### config.mk
export PLATFORM = sky130hd
export DESIGN_NAME = div_arbiter
export DESIGN_NICKNAME = d
export VERILOG_FILES = /design/src/rtl/div_arbiter_pkg.sv /design/src/rtl/div_seq.sv /design/src/rtl/div_arbiter.sv
export SDC_FILE = /design/constraint.sdc
export NUM_CORES = 1
export LEC_CHECK = 0
export BUFFER_PORTS_ARGS = -buffer_cell sky130_fd_sc_hd__buf_2
export CAP_MARGIN = 10
export CORE_MARGIN = 2
export CORE_UTILIZATION = 56
export DETAILED_ROUTE_END_ITERATION = 6
export PLACE_DENSITY = 0.81
export SLEW_MARGIN = 20
export SYNTH_ARGS = -nofsm -noshare
export SYNTH_HDL_FRONTEND = slang
export SYNTH_HIERARCHICAL = 1
export SYNTH_SLANG_ARGS = --single-unit
### constraint.sdc
create_clock -name clk -period 3.1 [get_ports clk]
set_input_delay 0.465 -clock clk [delete_from_list [all_inputs] [get_ports clk]]
set_output_delay 0.465 -clock clk [all_outputs]
set_load 0.05 [all_outputs]
### src/rtl/div_arbiter_pkg.sv
// Shared types for the arbitrated divider.
// FSM state encoding and round-robin pointer width helper.
package div_arbiter_pkg;

  typedef enum logic [1:0] {
    IDLE,
    DIVIDE,
    RESP
  } state_t;

  function automatic int rr_width(input int n);
    return (n > 1) ? $clog2(n) : 1;
  endfunction

endpackage

### src/rtl/div_seq.sv
// Unsigned restoring divider, one quotient bit per cycle.
// done/quot/rem present the final step combinationally.
module div_seq #(
  parameter int DW = 8
) (
  input  logic          clk,
  input  logic          rst,
  input  logic          start,
  input  logic [DW-1:0] a,
  input  logic [DW-1:0] b,
  output logic          busy,
  output logic          done,
  output logic [DW-1:0] quot,
  output logic [DW-1:0] rem
);

  localparam int CW = $clog2(DW + 1);

  logic [DW-1:0] r;
  logic [DW-1:0] q;
  logic [DW-1:0] d;
  logic [CW-1:0] cnt;
  logic [DW:0]   rs;
  logic [DW:0]   sub;
  logic          ge;
  logic [DW-1:0] r_n;
  logic [DW-1:0] q_n;
  logic          unused_bits;

  // A zero divisor always subtracts, giving all-ones and rem = a.
  always_comb begin
    rs  = {r, q[DW-1]};
    ge  = (rs >= {1'b0, d});
    sub = rs - {1'b0, d};
    r_n = ge ? sub[DW-1:0] : rs[DW-1:0];
    q_n = {q[DW-2:0], ge};
  end

  assign unused_bits = sub[DW];
  assign busy = (cnt != '0);
  assign done = (cnt == CW'(1));
  assign quot = q_n;
  assign rem  = r_n;

  always_ff @(posedge clk or posedge rst) begin
    if (rst) begin
      r   <= '0;
      q   <= '0;
      d   <= '0;
      cnt <= '0;
    end else if (start) begin
      r   <= '0;
      q   <= a;
      d   <= b;
      cnt <= CW'(DW);
    end else if (busy) begin
      r   <= r_n;
      q   <= q_n;
      cnt <= cnt - CW'(1);
    end
  end

endmodule

### src/rtl/div_arbiter.sv
// Round-robin arbiter sharing one sequential divider.
// DIV_ARBITER_DBZ_EN adds resp_dbz and a 1-cycle zero-divisor path.
module div_arbiter
  import div_arbiter_pkg::*;
#(
  parameter int DATAWIDTH = 8,
  parameter int NREQ      = 2
) (
  input  logic                        clk,
  input  logic                        rst,
  input  logic [NREQ-1:0]             req_valid,
  output logic [NREQ-1:0]             req_ready,
  input  logic [NREQ*DATAWIDTH-1:0]   req_a,
  input  logic [NREQ*DATAWIDTH-1:0]   req_b,
  output logic                        resp_valid,
  input  logic                        resp_ready,
  output logic [rr_width(NREQ)-1:0]   resp_id,
  output logic [DATAWIDTH-1:0]        resp_quot,
  output logic [DATAWIDTH-1:0]        resp_rem
`ifdef DIV_ARBITER_DBZ_EN
  ,
  output logic                        resp_dbz
`endif
);

  localparam int DW = DATAWIDTH;
  localparam int IW = rr_width(NREQ);
  localparam logic [IW:0] NR = (IW + 1)'(NREQ);

  state_t        state;
  logic [IW-1:0] rr;
  logic [IW-1:0] cur_id;
  logic [IW-1:0] g;
  logic [IW-1:0] off;
  logic [IW:0]   sum;
  logic [NREQ-1:0] rot;
  logic [DW-1:0] a_sel;
  logic [DW-1:0] b_sel;
  logic          hs;
  logic          start;
  logic          seq_busy;
  logic          seq_done;
  logic [DW-1:0] seq_quot;
  logic [DW-1:0] seq_rem;

  // Rotate requests so bit 0 is the requester at rr.
  always_comb begin
    rot = '0;
    for (int j = 0; j < NREQ; j++) begin
      if (rr == IW'(j)) begin
        for (int i = 0; i < NREQ; i++) begin
          rot[i] = req_valid[(i + j) % NREQ];
        end
      end
    end
  end

  always_comb begin
    off = '0;
    for (int k = NREQ - 1; k >= 0; k--) begin
      if (rot[k]) off = IW'(k);
    end
    sum = {1'b0, rr} + {1'b0, off};
    g   = (sum >= NR) ? IW'(sum - NR) : sum[IW-1:0];
  end

  always_comb begin
    a_sel     = '0;
    b_sel     = '0;
    req_ready = '0;
    for (int i = 0; i < NREQ; i++) begin
      if (g == IW'(i)) begin
        a_sel = req_a[i*DW +: DW];
        b_sel = req_b[i*DW +: DW];
        req_ready[i] = (state == IDLE) && (|req_valid);
      end
    end
  end

  assign hs = (state == IDLE) && (|req_valid);

`ifdef DIV_ARBITER_DBZ_EN
  assign start = hs && (b_sel != '0) && !seq_busy;
`else
  assign start = hs && !seq_busy;
`endif

  div_seq #(
    .DW(DW)
  ) u_seq (
    .clk  (clk),
    .rst  (rst),
    .start(start),
    .a    (a_sel),
    .b    (b_sel),
    .busy (seq_busy),
    .done (seq_done),
    .quot (seq_quot),
    .rem  (seq_rem)
  );

  always_ff @(posedge clk or posedge rst) begin
    if (rst) begin
      state      <= IDLE;
      rr         <= '0;
      cur_id     <= '0;
      resp_valid <= 1'b0;
      resp_id    <= '0;
      resp_quot  <= '0;
      resp_rem   <= '0;
`ifdef DIV_ARBITER_DBZ_EN
      resp_dbz   <= 1'b0;
`endif
    end else begin
      unique case (state)
        IDLE: begin
          if (hs) begin
            cur_id <= g;
`ifdef DIV_ARBITER_DBZ_EN
            if (b_sel == '0) begin
              state      <= RESP;
              resp_valid <= 1'b1;
              resp_id    <= g;
              resp_quot  <= '1;
              resp_rem   <= a_sel;
              resp_dbz   <= 1'b1;
            end else begin
              state <= DIVIDE;
            end
`else
            state <= DIVIDE;
`endif
          end
        end
        DIVIDE: begin
          if (seq_done) begin
            state      <= RESP;
            resp_valid <= 1'b1;
            resp_id    <= cur_id;
            resp_quot  <= seq_quot;
            resp_rem   <= seq_rem;
`ifdef DIV_ARBITER_DBZ_EN
            resp_dbz   <= 1'b0;
`endif
          end
        end
        RESP: begin
          if (resp_ready) begin
            state      <= IDLE;
            resp_valid <= 1'b0;
            rr <= (cur_id == IW'(NREQ - 1)) ? '0 : cur_id + IW'(1);
          end
        end
        default: state <= IDLE;
      endcase
    end
  end

endmodule

==> metrics.txt <==
Die Wd=77.18 µm; # IOs=between 50 and 60; Layout Area Growth over Synthesis=11.85%; Sink Count=50; CTS tree=done; Port Buffer Count=56; clock latency on the worst-skew pair=about 0.31 ns; DRT Pass-1 Iters=4; Iter 0 DRT Violations=190; run status=completed; top cells by area, synth=dfrtp_1 (42%), mux2_2 (9.0%), mux2_4 (5.5%), ha_1 (4.2%), o21ai_0 (3.8%); Worst-path clk slew=approximately 0.09 ns; vias per std cell=around 5.6; Resize count post-CTS=0; mean routed wirelength per cell=approximately 15 µm; Final nets=roughly 380; Setup crit start kind=flip-flop; total grt overflow=0; #FFs+latches synth=50; Highest Clock Rate=397.1 MHz; largest net degree at the start of global routing=42; Final Cycle Share=about four fifths; Storage cell area=between 1000 and 1500 µm²; Max-cap violations=0; hpwl dp=4.382 mm; register area share after synthesis=41.72%; Net Count, Synth=340; commonest non-fill, non-tap cell in the layout=buf_2; asr flop ratio synth=100.0%; Initial Util=between 50% and 60%; Worst R2R Path Depth=9; FF-to-FF Start=u_seq/cnt[0]$_DFFE_PP0P_; Hold Fails Final Rpt=0; CTS H-tree depth=2; CP max FO=approximately 40; Arr. time, crit path=2.70 ns; Tot GR Track Use=21.60%; Mapped Area=~3000 µm²; worst hold path type=primary input to asynchronous set/reset pin; crit end category=flip-flop; critical path required time=around 3.3 ns; Die H=a little under 80 µm; final setup TNS=0 ns; Filler Cells Inserted=453; Routed WL=5.987 mm; Synth Warn #=6; hold_buf cts=0; setup violators final=0; Synth area leader=dfrtp_1; Final Max Slew Viols=0; number of global-route vias before repair=2174; R2R Path End=u_seq/r[2]$_DFFE_PP0P_; Synth Instances=between 200 and 300; Final ANT Viol Nets=0; number of cell rows=26; core area=just over 5000 µm²; final core utilization=~65%; Synth Area per Inst=10.27 µm²; Via Count=about 2.3k; RD Place Congestion=0.9160; dominant synthesized flop cell=dfrtp_1; Critical Path Source=u_seq/cnt[0]$_DFFE_PP0P_; reg-to-reg slack, setup=just under 0.6 ns; post-synth top area share=a little over two fifths; DRC=0; share of cells above drive strength 1=roughly 36%; most frequent cells in the layout=buf_2 (56), dfrtp_1 (50), nand2_1 (27); clock root cell=clkbuf_8; CTS Buf Count=5; Total Die Area=5957 µm²; Post-CTS Setup Repair Bufs=0; EDFF count, synth=0; post-synth cell types=54; Setup CP Type=flip-flop to flip-flop; n_diodes=0; Tmin final=about 2.5 ns; first-pass GRT wire length=10.23 mm; RSZ-0062 raised after global routing=false; Slew @ Worst Pin=roughly 0.85 ns; Multi-input gate area=~1500 µm²; CTS Buffer Depth=2; Worst Clk Skew=about 0.011 ns; max_slew headroom=a little over two fifths; initial antenna violation count=0
-- cell usage after synthesis, types with 3 or more instances --
cell and number:
a211oi_1 4, a21oi_1 6, a21oi_2 3, a31oi_1 3, buf_2 5, buf_4 9, clkbuf_1 4, dfrtp_1 50
ha_1 10, inv_1 18, mux2_2 24, mux2_4 11, mux2i_1 7, nand2_1 27, nand2_2 3, nand3_1 7
nor2_1 17, nor3_1 5, o211ai_1 3, o21ai_0 23, o21ai_1 4, o31ai_1 3, or3_1 3, xnor2_1 3
-- sequential cells by signal (all words and copies together) (netlist names) --
name	flops
u_seq/q	8
state	2
cur_id	1
resp_quot	8
resp_rem	8
u_seq/d	8
rr	1
u_seq/r	8
u_seq/cnt	4
resp_valid	1
resp_id	1
-- cell type report --
class | instances | area share [%]
Multi-Input combinational cell | 202 | 46.03
Sequential cell | 50 | 37.30
Timing Repair Buffer | 57 | 8.579
Inverter | 20 | 2.238
Clock inverter | 3 | 1.194
Tap cell | 70 | 2.611
Clock buffer | 5 | 2.051
-- worst max-delay path by stage --
stage	endpoint	slack, ns	depth (start not counted)
after floorplan	u_seq/q[0]$_DFFE_PP0P_	0.90	11
after global placement	u_seq/d[0]$_DFFE_PP0P_	0.72	7
after detailed placement	u_seq/r[2]$_DFFE_PP0P_	0.66	9
after CTS	u_seq/r[2]$_DFFE_PP0P_	0.63	9
after global routing	u_seq/r[2]$_DFFE_PP0P_	0.39	9
final	u_seq/r[2]$_DFFE_PP0P_	0.58	9
-- per-stage QoR --
stage	area (µm²)	worst slack, ns	hold WS (ns)	std cells
finish	3354	0.5819	0.2294	407
global route	3354	0.3932	0.2788	407
floorplan	2999	0.9020	0.4494	292
CTS	3354	0.6282	0.3504	407
global placement	3246	0.7177	0.4715	399
detailed placement	3246	0.6576	0.4770	399
-- metal layers --
layer  global-route usage [%]  vias up  routed length [µm]
li1                         -     1112                   -
met1                    29.74     1071                2726
met2                    35.39      100                2841
met3                    2.941        8                 333
met4                    6.964        0                  87
met5                        0        -                   0
-- logic make-up (layout without fill, tap and decap cells) --
kind of cell / count (synthesis) / count (layout) / share of synthesized area [%]
fa+ha+maj: 12 / 12 / 5.298
flops: 50 / 50 / 41.72
mux: 42 / 42 / 16.85
simple gates: 78 / 78 / 13.06
xor+xnor: 5 / 5 / 1.460
compound gates: 65 / 65 / 14.73
buf+inv: 40 / 85 / 6.883
-- worst max-delay path, stage by stage, from the launching register on --
cell and delay [ns]:
dfrtp_1 0.41, inv_1 0.10, ha_1 0.20, and2_1 0.46, inv_2 0.31, nor2_2 0.16, buf_4 0.35, inv_1 0.16
o2111ai_1 0.12, o211ai_1 0.12
Power is not shown: default switching activity piles up to over one toggle a cycle in this logic, so the estimate is an artifact.
